### config.mk
export PLATFORM = sky130hd
export DESIGN_NAME = flag_status_latch
export DESIGN_NICKNAME = d
export VERILOG_FILES = /design/src/rtl/flag_status_latch.sv
export SDC_FILE = /design/constraint.sdc
export NUM_CORES = 1
export LEC_CHECK = 0
export CAP_MARGIN = 5
export CORE_MARGIN = 3
export CORE_UTILIZATION = 37
export DETAILED_ROUTE_END_ITERATION = 8
export PLACE_DENSITY = 0.73
export SETUP_SLACK_MARGIN = 0.4
export SLEW_MARGIN = 10
export SYNTH_ARGS = -nofsm -noshare
export SYNTH_HDL_FRONTEND = slang
export SYNTH_SLANG_ARGS = --single-unit
export TNS_END_PERCENT = 1
### constraint.sdc
create_clock -name Clk -period 1.7 [get_ports Clk]
set_clock_uncertainty 0.15 [all_clocks]
set_input_delay 0.255 -clock Clk [delete_from_list [all_inputs] [get_ports Clk]]
set_output_delay 0.255 -clock Clk [all_outputs]
set_load 0.02 [all_outputs]
### src/rtl/flag_status_latch.sv
// Registered ALU flag latch with valid/ack hand-off, chained-add carry feedback and LED pulse stretcher.
// Build option: define FLAG_STICKY_EN to make C, B and V accumulate across captures.
module flag_status_latch #(
    parameter logic [7:0] STRETCH = 8'd50,
    parameter logic [2:0] SEL_ADD = 3'b000,
    parameter logic [2:0] SEL_SUB = 3'b001
) (
    input  logic       Clk,
    input  logic       Rst,
    input  logic       Exec,
    input  logic [2:0] Sel,
    input  logic       Cout,
    input  logic       Bout,
    input  logic       OvfIn,
    input  logic [7:0] Result,
    input  logic       Ack,
    input  logic       Clear,
    output logic       FlagC,
    output logic       FlagB,
    output logic       FlagV,
    output logic       FlagZ,
    output logic       FlagN,
    output logic       FlagValid,
    output logic       Overrun,
    output logic       CarryIn,
    output logic       LedAct,
    output logic       DbgState
);

    // Handshake: FlagValid rises the cycle after an Exec capture and stays high
    // until Ack is seen while holding; a capture while FlagValid is high and
    // without a same-cycle Ack replaces unread flags and sets sticky Overrun.
    typedef enum logic {
        IDLE = 1'b0,
        HOLD = 1'b1
    } state_t;

    state_t     state_q, state_d;
    logic       flag_c_q, flag_c_d;
    logic       flag_b_q, flag_b_d;
    logic       flag_v_q, flag_v_d;
    logic       flag_z_q, flag_z_d;
    logic       flag_n_q, flag_n_d;
    logic       overrun_q, overrun_d;
    logic [7:0] cnt_q, cnt_d;

    logic       new_c, new_b, new_v, new_z, new_n;
    logic       is_add, is_sub;

    assign is_add = (Sel == SEL_ADD);
    assign is_sub = (Sel == SEL_SUB);
    assign new_c  = Cout & is_add;
    assign new_b  = Bout & is_sub;
    assign new_v  = OvfIn & (is_add | is_sub);
    assign new_z  = (Result == 8'h00);
    assign new_n  = Result[7];

    always_comb begin
        state_d   = state_q;
        flag_c_d  = flag_c_q;
        flag_b_d  = flag_b_q;
        flag_v_d  = flag_v_q;
        flag_z_d  = flag_z_q;
        flag_n_d  = flag_n_q;
        overrun_d = overrun_q;
        cnt_d     = (cnt_q != 8'd0) ? cnt_q - 8'd1 : 8'd0;

        if (Clear) begin
            // Clear outranks a same-cycle Exec, which is dropped entirely.
            state_d   = IDLE;
            flag_c_d  = 1'b0;
            flag_b_d  = 1'b0;
            flag_v_d  = 1'b0;
            flag_z_d  = 1'b0;
            flag_n_d  = 1'b0;
            overrun_d = 1'b0;
        end else if (Exec) begin
            state_d  = HOLD;
            cnt_d    = STRETCH;
`ifdef FLAG_STICKY_EN
            flag_c_d = flag_c_q | new_c;
            flag_b_d = flag_b_q | new_b;
            flag_v_d = flag_v_q | new_v;
`else
            flag_c_d = new_c;
            flag_b_d = new_b;
            flag_v_d = new_v;
`endif
            flag_z_d = new_z;
            flag_n_d = new_n;
            if ((state_q == HOLD) && !Ack) begin
                overrun_d = 1'b1;
            end
        end else if (Ack && (state_q == HOLD)) begin
            state_d = IDLE;
        end
    end

    always_ff @(posedge Clk or posedge Rst) begin
        if (Rst) begin
            state_q   <= IDLE;
            flag_c_q  <= 1'b0;
            flag_b_q  <= 1'b0;
            flag_v_q  <= 1'b0;
            flag_z_q  <= 1'b0;
            flag_n_q  <= 1'b0;
            overrun_q <= 1'b0;
            cnt_q     <= 8'd0;
        end else begin
            state_q   <= state_d;
            flag_c_q  <= flag_c_d;
            flag_b_q  <= flag_b_d;
            flag_v_q  <= flag_v_d;
            flag_z_q  <= flag_z_d;
            flag_n_q  <= flag_n_d;
            overrun_q <= overrun_d;
            cnt_q     <= cnt_d;
        end
    end

    assign FlagC     = flag_c_q;
    assign FlagB     = flag_b_q;
    assign FlagV     = flag_v_q;
    assign FlagZ     = flag_z_q;
    assign FlagN     = flag_n_q;
    assign FlagValid = (state_q == HOLD);
    assign Overrun   = overrun_q;
    // Carry feedback is the held flag itself, so a chained add sees it without delay.
    assign CarryIn   = flag_c_q;
    assign LedAct    = (cnt_q != 8'd0);
    assign DbgState  = state_q;

endmodule

# Word level (Yosys, flattened, before mapping)
# Index checks and enable logic that the tools add are counted.
dict set report op_classes {
  n_addsub 1
  eq_ne 1
  mux 19
  bitwise 4
  reduce_logical 10
}
# cell count
set op_table {}
lappend op_table {{2-to-1 mux 8 bit} 3}
lappend op_table {{2-to-1 mux 1 bit} 16}
lappend op_table {{logical NOT 8 bit} 1}
lappend op_table {{nonzero test 8 bit} 1}
lappend op_table {{subtractor 8 x 1 -> 8 bit, second input constant} 1}
lappend op_table {{nonzero test 2 bit} 2}
lappend op_table {{bitwise AND 1 bit} 3}
lappend op_table {{equality test 3 x 1 -> 1 bit, second input constant} 1}
lappend op_table {{logical NOT 3 bit} 1}
lappend op_table {{nonzero test 3 bit} 1}
lappend op_table {{logical AND 1 bit} 2}
lappend op_table {{AND reduction 2 bit} 1}
lappend op_table {{logical NOT 1 bit} 1}
lappend op_table {{bitwise OR 1 bit} 1}
dict set report totals {
  regBits 15
  output_inout_bits 10
  wordCells 43
}

# Depth between registers and ports, before layout
dict set report logic_depth {
  word_depth 5
  ltp_mapped 5
  ltp_nobuf 5
}

# Worst setup path after synthesis
# No wires, ideal clock.
dict set report synth_timing {
  path_kind {register -> output}
  startpoint {reg cnt_q[0]}
  endpoint {out LedAct}
  arrival_time_ns 1.370
  slack_ns -0.075
  path_stages_with_launch 6
  cell_sequence {dfrtp_1 -> inv_1 -> ha_1 -> or3b_2 -> nor2_2 -> inv_1}
}
dict set report synth_via {
  elab_chain_len 1
}
# element line
set synth_rtl {}
lappend synth_rtl {{start, declared} 45} ;# logic [7:0] cnt_q, cnt_d;
lappend synth_rtl {{start signal, assigned} 117} ;# cnt_q <= cnt_d;
lappend synth_rtl {{nonzero test 8 bit} 130} ;# assign LedAct = (cnt_q != 8'd0);
lappend synth_rtl {{end, declared} 26} ;# output logic LedAct,
# No other way between the ends.

# Final worst setup path
dict set report layout_timing {
  startpoint {reg cnt_q[1]}
  endpoint {out LedAct}
}
# The elaborated chain is that of the path after synthesis.

==> qor.yml <==
synth:
  synth_edf_count: 0
  ys_ff_latch: 15
  syn_area_sq_um: 728
  netlist_top_cells_count: "dfrtp_1 (15), inv_1 (6), nor2_1 (6)"
  synth_cells: 70
  yosys.cell_count.top_type: "dfrtp_1"
  synthTopCellsByArea: "dfrtp_1 (52%), a32o_1 (4.1%), a21oi_1 (3.4%)"
  yosysUniqueCellTypes: 27
  synth_top_area_share_pct: 51.5
  avgSynthCellArea_sq_um: 10.4
  synthArstFlopShare_pct: 100
  seq_area_frac_synth_pct: 51.5
  syn_nets: 90
  synth_top_area_cell: "dfrtp_1"
  yosys_warnings: 0
  synthFlopType: "dfrtp_1"
sta:
  setup_viol: 4
  min_period_over_period_pct: 116
  rsz0062_at_grt: "yes"
  drv_slew: 0
  fmax_mhz: 506
  final.setup.worst_slack_ns: -0.278
  slew_headroom_pct: 72.9
  min_period_ns: 1.98
  hold_viol_final: 0
  worst_pin_slew_ns: 0.403
floorplan:
  rows: 15
  io_pins: 29
  die_y_um: 50.4
  dieArea_sq_um: 2540
  fp.dieW_um: 50.4
  coreArea_sq_um: 1780
  start_util_pct: 40.8
pwr:
  switching_share_pct: 33.2
  pwr-share-seq_pct: 39.2
  clkPwrFrac_pct: 17.3
  share_comb_of_total_power_pct: 43.6
  internal_power_mw: 0.765
  p_leak_nw: 0.543
  netSwitchingPower_mw: 0.380
  peakVddDrop_v: 0.000724
  power_mw: 1.14
  p_per_area_nw_per_um2: 961
critical_path:
  cp.required_ns: 1.29
  crit_fanout: 2
  cp-end-kind: "primary output"
  cp-start-kind: "flip-flop"
  worstPathArrival_ns: 1.57
  path_class: "reg -> out"
  reg2reg_depth: 5
min_path:
  worstHoldPathCells: 1
  hp-class: "reg -> reg"
global_route:
  antenna_found_initial: 0
  gr-total-overflow: 0
  grt_first_pass_wirelength_mm: 3.21
  grt_pass1_vias: 706
  gr-usage-all-layers_pct: 16.2
  grt_max_degree: 13
layout:
  diodes: 0
  post-route-util_pct: 66.8
  layout.nets: 139
  area_delta_synth_final_pct: 63.6
  drive_gt1_share_pct: 35.6
placement:
  routabilityCongestion: 0.781
  place_hpwl_mm: 1.46
  portBuffers: 28
clock_network:
  cts_tree: "yes"
  cts.clk_slew.worst_paths_ns: 0.09
  clock_latency_ns: 0.27
  root_buffer: "clkbuf_4"
  numCtsBuffers: 3
  cts.htree.levels: 1
  clock_sinks: 15
  clk_path_buf_depth: 2
outcome:
  status: "finished with violations"
  violations: "negative setup slack"
route:
  drt_wl_total_mm: 1.82
  via_count: 714
  drtIter0Drc: 14
  wire_per_inst_um: 12.7
  drtAntennaViolNets: 0
  via_per_inst: 4.99
  route.detailed.drc: 0
  dr.pass1.iters: 4
run:
  drv_cap: 0
flip-flops by register name (all words and copies together), names as in the netlist:
signal    count
DbgState      1
CarryIn       1
FlagV         1
FlagN         1
Overrun       1
cnt_q         8
FlagZ         1
FlagB         1
area by class of cell:
cell class / count / area, sq um
flip-flops and latches: 15 / 375
inverters: 6 / 22.5
multi-input cells: 47 / 359
clock buffers: 4 / 26.3
repair buffers: 46 / 377
fillers: 165 / 592
well taps: 25 / 31.3
critical path: stages (launching register included):
cell     delay, ns
dfrtp_1       0.39
inv_1         0.06
ha_2          0.16
or3b_4        0.40
nor2_4        0.13
inv_2         0.04
buf_6         0.12
power by group through the flow:
stage / combinational (mW) / sequential (mW) / clock [mW]
2_1_floorplan: 0.188 / 0.503 / 0
3_3_place_gp: 0.451 / 0.456 / 0
3_5_place_dp: 0.462 / 0.458 / 0
4_1_cts: 0.472 / 0.450 / 0.203
5_1_grt: 0.551 / 0.460 / 0.221
6_report: 0.499 / 0.448 / 0.198
stage by stage:
stage	area, sq um	hold WS (ns)	cells	setup TNS, ns	setup slack [ns]
after floorplan	742	0.00648	70	0	0.0921
after global placement	1150	0.302	136	-0.327	-0.327
after detailed placement	1150	0.295	136	-0.382	-0.364
after CTS	1150	0.347	141	-0.314	-0.286
after global routing	1190	0.360	143	-0.743	-0.359
final	1190	0.341	143	-0.407	-0.278
cells in the final DEF (no fill, tap or decap), types with 2 or more instances in the layout:
cell             netlist  layout
o31ai_1                2       2
buf_4                  2      16
mux2i_1                2       2
buf_2                  0       9
nor2b_1                3       3
nand2_1                3       3
inv_1                  6       5
nor4_1                 3       3
clkbuf_4               0       3
a32o_1                 3       3
o21ai_1                1       3
a21oi_1                5       4
dfrtp_1               15      15
o21ai_2                0       2
buf_6                  0       2
clkdlybuf4s50_1        0      17
or4_4                  1       2
nor2_1                 6       6
logic make-up (layout without fill, tap and decap cells):
kind of cell	Yosys count	in the layout	share of synthesized area [%]
simple gates	27	27	23.4
compound gates	17	17	15.5
flops	15	15	51.5
buf+inv	8	56	5.15
mux	2	2	2.75
fa+ha+maj	1	1	1.72
worst paths after layout:
check                              start  endpoint  slack [ns]
worst min-delay path               FlagZ     FlagZ        0.34
worst min register to register     FlagZ     FlagZ        0.34
max in group asynchronous            Rst  cnt_q[2]        0.49
min in group asynchronous            Rst     FlagV        0.57
worst max-delay path            cnt_q[1]    LedAct       -0.28
worst max register to register  cnt_q[0]  cnt_q[7]       -0.10
layer usage:
metal | share of wire, % | vias to the layer above | track usage, %
met5 | 0 | - | 0
met4 | 1.2 | 0 | 5.38
met3 | 6.9 | 2 | 2.97
met2 | 47 | 28 | 27.2
met1 | 44 | 332 | 21.0
li1 | - | 352 | -
timing repair:
| item | 4_1_cts | 5_1_grt |
|---|---|---|
| cloned | 0 | 0 |
| resized for setup | 48 | 6 |
| endpoints found under the setup margin | 21 | 23 |
| pin swaps | 4 | 2 |
| buffers inserted | 0 | 2 |
| hold buffers | 1 | 0 |
| endpoints found under the hold margin | 3 | 0 |
Power figures use the tool's default switching activity.
